[config.mk]
export PLATFORM = sky130hd
export DESIGN_NAME = crossbar_reg
export DESIGN_NICKNAME = d
export VERILOG_FILES = /design/src/rtl/crossbar_reg.sv
export SDC_FILE = /design/constraint.sdc
export NUM_CORES = 1
export LEC_CHECK = 0
export BUFFER_PORTS_ARGS = -buffer_cell sky130_fd_sc_hd__buf_2
export CAP_MARGIN = 20
export CORE_MARGIN = 2
export CORE_UTILIZATION = 40
export DETAILED_ROUTE_END_ITERATION = 8
export SYNTH_ARGS = -nofsm -noshare
export SYNTH_HDL_FRONTEND = slang
export SYNTH_SLANG_ARGS = --single-unit
[constraint.sdc]
create_clock -name clock -period 1.7 [get_ports clock]
set_input_delay 0.34 -clock clock [delete_from_list [all_inputs] [get_ports clock]]
set_output_delay 0.34 -clock clock [all_outputs]
set_load 0.01 [all_outputs]
[src/rtl/crossbar_reg.sv]
// Registered M-output by N-input lane crossbar. Routing is staged in a shadow map
// by put strobes and made live atomically by commit; out, source and pending are registered.
module crossbar_reg #(
  parameter int W = 3,
  parameter int N = 4,
  parameter int M = 4,
  parameter int D = 1,
  parameter logic [D-1:0] IDLE = '0
) (
  input  logic           clock,
  input  logic           reset,
  input  logic [N*D-1:0] in,
  output logic [M*D-1:0] out,
  input  logic [W-1:0]   from,
  input  logic [W-1:0]   to,
  input  logic           put,
  input  logic           commit,
  input  logic [W-1:0]   query,
  output logic [W-1:0]   source,
  output logic           pending
);

  localparam logic [W:0] N_L = (W+1)'(N);
  localparam logic [W:0] M_L = (W+1)'(M);

  logic [M-1:0] sh_v, act_v, sh_v_nxt, act_v_nxt;
  logic [W-1:0] sh_s [M];
  logic [W-1:0] act_s [M];
  logic [W-1:0] sh_s_nxt [M];
  logic [W-1:0] act_s_nxt [M];

  logic [M*D-1:0] out_nxt;
  logic [W-1:0]   source_nxt;
  logic           pending_nxt;
  logic           from_ok, to_ok, query_ok;

  // Indices are signed: a set sign bit is always out of range.
  assign from_ok  = !from[W-1]  && ({1'b0, from}  < N_L);
  assign to_ok    = !to[W-1]    && ({1'b0, to}    < M_L);
  assign query_ok = !query[W-1] && ({1'b0, query} < M_L);

  always_comb begin
    sh_v_nxt = sh_v;
    sh_s_nxt = sh_s;
    for (int k = 0; k < M; k++) begin
      if (put && to_ok && (to == W'(k))) begin
        sh_v_nxt[k] = from_ok;
        sh_s_nxt[k] = from_ok ? from : '0;
      end
    end

    // Commit sees the shadow with this cycle's put already applied.
    act_v_nxt = commit ? sh_v_nxt : act_v;
    act_s_nxt = commit ? sh_s_nxt : act_s;

    pending_nxt = 1'b0;
    for (int k = 0; k < M; k++) begin
      if ((sh_v_nxt[k] != act_v_nxt[k]) ||
          (sh_v_nxt[k] && (sh_s_nxt[k] != act_s_nxt[k])))
        pending_nxt = 1'b1;
    end
  end

  // Routing and readback use the active map as it stood before this edge.
  always_comb begin
    out_nxt = '0;
    for (int k = 0; k < M; k++) begin
      out_nxt[k*D +: D] = IDLE;
      for (int i = 0; i < N; i++) begin
        if (act_v[k] && (act_s[k] == W'(i)))
          out_nxt[k*D +: D] = in[i*D +: D];
      end
    end

    source_nxt = '1;
    for (int k = 0; k < M; k++) begin
      if (query_ok && (query == W'(k)) && act_v[k])
        source_nxt = act_s[k];
    end
  end

  always_ff @(posedge clock) begin
    if (reset) begin
      sh_v    <= '0;
      act_v   <= '0;
      for (int k = 0; k < M; k++) begin
        sh_s[k]  <= '0;
        act_s[k] <= '0;
      end
      out     <= {M{IDLE}};
      source  <= '1;
      pending <= 1'b0;
    end else begin
      sh_v    <= sh_v_nxt;
      act_v   <= act_v_nxt;
      sh_s    <= sh_s_nxt;
      act_s   <= act_s_nxt;
      out     <= out_nxt;
      source  <= source_nxt;
      pending <= pending_nxt;
    end
  end

endmodule

---- Yosys cells after proc, flatten, opt, wreduce, memory -nomap -nowiden ----
Index checks and enable logic that the tools add are counted.
operators by class
  $lt $le $gt $ge ......................... 3
  equality and inequality tests ........... 26
  multiplexer cells ....................... 35
  reduce and logical (&&, ||, !) cells .... 49
operators with widths
  kind                  count
  $eq A3 B2 Y1 const B  12
  $logic_and A1 B1 Y1   36
  $mux W3               9
  $mux W1               24
  $eq A3 B1 Y1 const B  6
  $logic_not A3 Y1      6
  $mux W12              1
  $ne A3 B3 Y1          4
  $lt A3 B3 Y1 const B  3
  $logic_or A1 B1 Y1    4
  $mux W4               1
  $ne A1 B1 Y1          4
  $logic_not A1 Y1      3
storage, ports and cells
  register bits after elaboration ......... 40
  bits of input ports ..................... 17
  output and inout port bits .............. 8
  logic and storage cells ................. 126

---- Longest topological paths before layout ----
  word-level depth ........................ 13
  depth in mapped cells ................... 7
  gate-level depth less buffers ........... 6

---- Least setup slack after synthesis ----
Ideal clock, no wire load.
  kind .................................... input -> register
  from .................................... input port to[2]
  to ...................................... register pending
  library setup time ...................... 133 ps
  arrival time ............................ 1663 ps
  data required time ...................... 1567 ps
  setup slack ............................. -97 ps
  stages .................................. 6
  buffers on the path ..................... 1
  cells stage by stage .................... or4b_1 buf_6 nor4_2 a211oi_1 o31ai_1 o211ai_1
between the ends
  cells in the longest elaborated chain, start to end .. 13
  elaborated cells between the ends (all ways) .. 42
  those cells by class .................... order compare (1); eq/ne (11); mux (14); reduce/logical (16)
ends and longest elaborated chain
  what                                              RTL line  RTL
  from (decl)                                       15        input logic [W-1:0] to,
  $lt A3 B3 Y1 or $logic_not A1 Y1 (tied branches)  39        assign to_ok = !to[W-1] && ({1'b0, to} < M_L);
  $logic_and A1 B1 Y1                               39
  $logic_and A1 B1 Y1 (2 in series)                 46        if (put && to_ok && (to == W'(k))) begin
  $mux W3                                           46
  $mux W12                                          54        act_s_nxt = commit ? sh_s_nxt : act_s;
  $ne A3 B3 Y1                                      59        (sh_v_nxt[k] && (sh_s_nxt[k] != act_s_nxt[k])))
  $logic_and A1 B1 Y1                               59
  $logic_or A1 B1 Y1                                58        if ((sh_v_nxt[k] != act_v_nxt[k]) ||
  $mux W1 (3 in series)                             58
  $mux W1 *                                         58
  to (signal assigned)                              100       pending <= pending_nxt;
  to (decl)                                         20        output logic pending
Mark *: on every way between the ends. The rest lies on a longest branch, timed or not.
A chain may end at the register's enable or synchronous reset.

---- Final worst setup path ----
  from .................................... input port to[1]
  to ...................................... register pending
between the ends
  cells in the longest elaborated chain, start to end .. 13
  elaborated cells between the ends (all ways) .. 41
  those cells by class .................... order compare (1); eq/ne (11); mux (14); reduce/logical (15)
ends and longest elaborated chain
  what                               RTL line
  $lt A3 B3 Y1                       39
  $logic_and A1 B1 Y1                39
  $logic_and A1 B1 Y1 (2 in series)  46
  $mux W3                            46
  $mux W12                           54
  $ne A3 B3 Y1                       59
  $logic_and A1 B1 Y1                59
  $logic_or A1 B1 Y1                 58
  $mux W1 (3 in series)              58
  $mux W1 *                          58
Marked as above.

==> flow_metrics.env <==
export IMPL_status="finished clean"
export IMPL_start_util=0.408
export IMPL_layout_commonest_cell="dfxtp_1"
export IMPL_finish_utilization=0.496
export IMPL_drtIter0Drc=86
export IMPL_hold_path_class="in2reg"
export IMPL_min_period_over_period=0.898
export IMPL_grt_setup_unrepaired="no"
export IMPL_syn_inst=214
export IMPL_synth_top_flop_cell="dfxtp_1"
export IMPL_cts_buffer_depth=2
export IMPL_overflow=0
export IMPL_wl_per_cell_um=14.4
export IMPL_p_per_area_nw_per_um2=793
export IMPL_n_antenna_cell=0
export IMPL_chipWidth_um=72.7
export IMPL_layout_cells_non_filler=309
export IMPL_antenna_found_initial=0
export IMPL_viasPerCell=5.34
export IMPL_layout_nets=272
export IMPL_routed_wl_mm=4.44
export IMPL_dp_cells=302
export IMPL_p_leak_nw=0.906
export IMPL_layout_common_cells="dfxtp_1 (40), nor2_1 (37), buf_2 (24), buf_4 (24), a211oi_1 (14)"
export IMPL_slew_limit_headroom=0.749
export IMPL_setup_violations=0
export IMPL_clock_root_buffer="clkbuf_8"
export IMPL_ys_warn_count=0
export IMPL_grt_pass1_vias=1588
export IMPL_whs_ns=0.334
export IMPL_grt_start_max_net_pins=21
export IMPL_crit_type="in2reg"
export IMPL_skew_ns=0.00502
export IMPL_dr_pass1_iters=4
export IMPL_max_freq_ghz=0.655
export IMPL_synth_distinct_cells=39
export IMPL_grt_total_usage=0.179
export IMPL_cp_start_kind="input pin"
export IMPL_drcViolationCount=0
export IMPL_vias=1650
export IMPL_ys_seq_area_frac=0.424
export IMPL_ant_nets=0
export IMPL_cts_made_buffers=5
export IMPL_synthesis_area_um2=1890
export IMPL_cp_end_kind="flop"
export IMPL_min_period_ns=1.53
export IMPL_dp_hpwl_mm=3.40
export IMPL_report_final_slew_viol_count=0
export IMPL_fillers=464
export IMPL_grt_pass1_wl_mm=7.29
export IMPL_async_flop_share=0
export IMPL_fin_setup_tns_ns=0
export IMPL_hold_viol_final=0
export IMPL_synth_edf_count=0
export IMPL_max_slew_worst_pin_slew_ns=0.377
export IMPL_path_max_fanout=5
export IMPL_gp_congestion=0.826
export IMPL_drv_cap=0
export IMPL_ir_drop_uv=272
export IMPL_ios=25
export IMPL_die_area_um2=5290
export IMPL_cts_setup_buffers=0
export IMPL_critPathArrivalTime_ns=1.69
export IMPL_clk_latency_ns=0.29
export IMPL_final_layout_size_suffix_gt1_frac=0.251
export IMPL_cts_sinks=40
export IMPL_die_h_um=72.7
export IMPL_portBuffers=24
export IMPL_power_mw=1.82
export IMPL_fp_coreArea_um2=4630
export IMPL_fp_row_count=25
export IMPL_htreeDepth=2
export IMPL_ys_ff_latch=40
export IMPL_clk_pin_slew_worst_paths_ns=0.07
export IMPL_synth_area_per_cell_um2=8.83
export IMPL_ctsHoldBuffers=0
export IMPL_syn_nets=231
export IMPL_critPathRequiredTime_ns=1.87
export IMPL_area_growth_pct=21.5
export IMPL_cts_tree="yes"
synth_stat cells, types with 3 or more instances:
cell type / n / area share
nand3_1: 5 / 0.013
xor2_1: 4 / 0.019
o21bai_1: 3 / 0.012
nand2b_1: 10 / 0.033
clkbuf_1: 11 / 0.022
a31oi_1: 3 / 0.0099
xnor2_1: 6 / 0.028
nor3b_1: 3 / 0.012
nand2_1: 6 / 0.012
dfxtp_1: 40 / 0.42
nor2_1: 38 / 0.075
nor2b_1: 3 / 0.0099
inv_1: 8 / 0.016
o22ai_1: 5 / 0.017
mux4_2: 4 / 0.048
nor3_1: 7 / 0.019
a211oi_1: 14 / 0.056
mux2i_1: 5 / 0.026
a21oi_1: 13 / 0.034
routing by layer:
layer  wire [µm]  GRT usage  part of all wire  vias to the layer above
met5           0          0                 0                        -
met4          54     0.0761             0.012                        0
met3         205     0.0373             0.046                        5
met2        1950      0.283              0.44                       46
met1        2230      0.238              0.50                      759
li1            -          -                 -                      840
area by class of cell:
class	instances	area, µm²	share of cell area
Multi-Input combinational cell	152	1020	0.444
Clock buffer	6	72.6	0.0316
Tap cell	54	67.6	0.0294
Sequential cell	40	801	0.349
Clock inverter	1	5.00	0.00218
Timing Repair Buffer	48	300	0.131
Inverter	8	30.0	0.0131
power breakdown:
part	switching (mW)	internal, mW
clock network	0.320	0.279
logic	0.122	0.112
registers	0.0249	0.963
total	0.467	1.35
state kept, by name (all words and copies together) (netlist names):
signal,cells
out,4
pending,1
sh_s,12
act_v,4
act_s,12
sh_v,4
source,3
stage by stage:
stage / worst slack (ns) / instance area [µm²]
2_1_floorplan: -0.0482 / 1900
5_1_grt: 0.0280 / 2290
3_5_place_dp: -0.182 / 2210
6_report: 0.173 / 2290
3_3_place_gp: -0.136 / 2210
4_1_cts: 0.126 / 2280
path summary, 6_finish.rpt:
| kind | startpoint | to | slack (ns) | depth (start not counted) |
|---|---|---|---|---|
| setup / recovery | to[1] | pending$_SDFF_PP0_ | 0.17 | 7 |
| hold / removal | query[1] | source[2]$_SDFF_PP1_ | 0.33 | 3 |
| setup reg to reg | act_s[4]$_SDFF_PP0_ | pending$_SDFF_PP0_ | 0.19 | 6 |
| hold reg to reg | sh_s[11]$_SDFF_PP0_ | sh_s[11]$_SDFF_PP0_ | 0.46 | 2 |
cell families after synthesis:
family          Yosys count  synth area share
buf+inv                  22            0.0490
xor+xnor                 10            0.0464
flops                    40             0.424
mux                       9            0.0742
simple gates             82             0.223
compound gates           51             0.184
worst max-delay path, stage by stage:
cell and delay [ns]:
buf_2 0.11, or4b_4 0.60, nor2_4 0.11, a21oi_2 0.05, a22o_1 0.17, o31ai_1 0.20, o211ai_1 0.11
timing repair:
action | CTS | global route
setup endpoints to repair | 0 | 1
endpoints found under the hold margin | 0 | 0
gates resized for setup | 0 | 2
(Power assumes the default switching activity.)
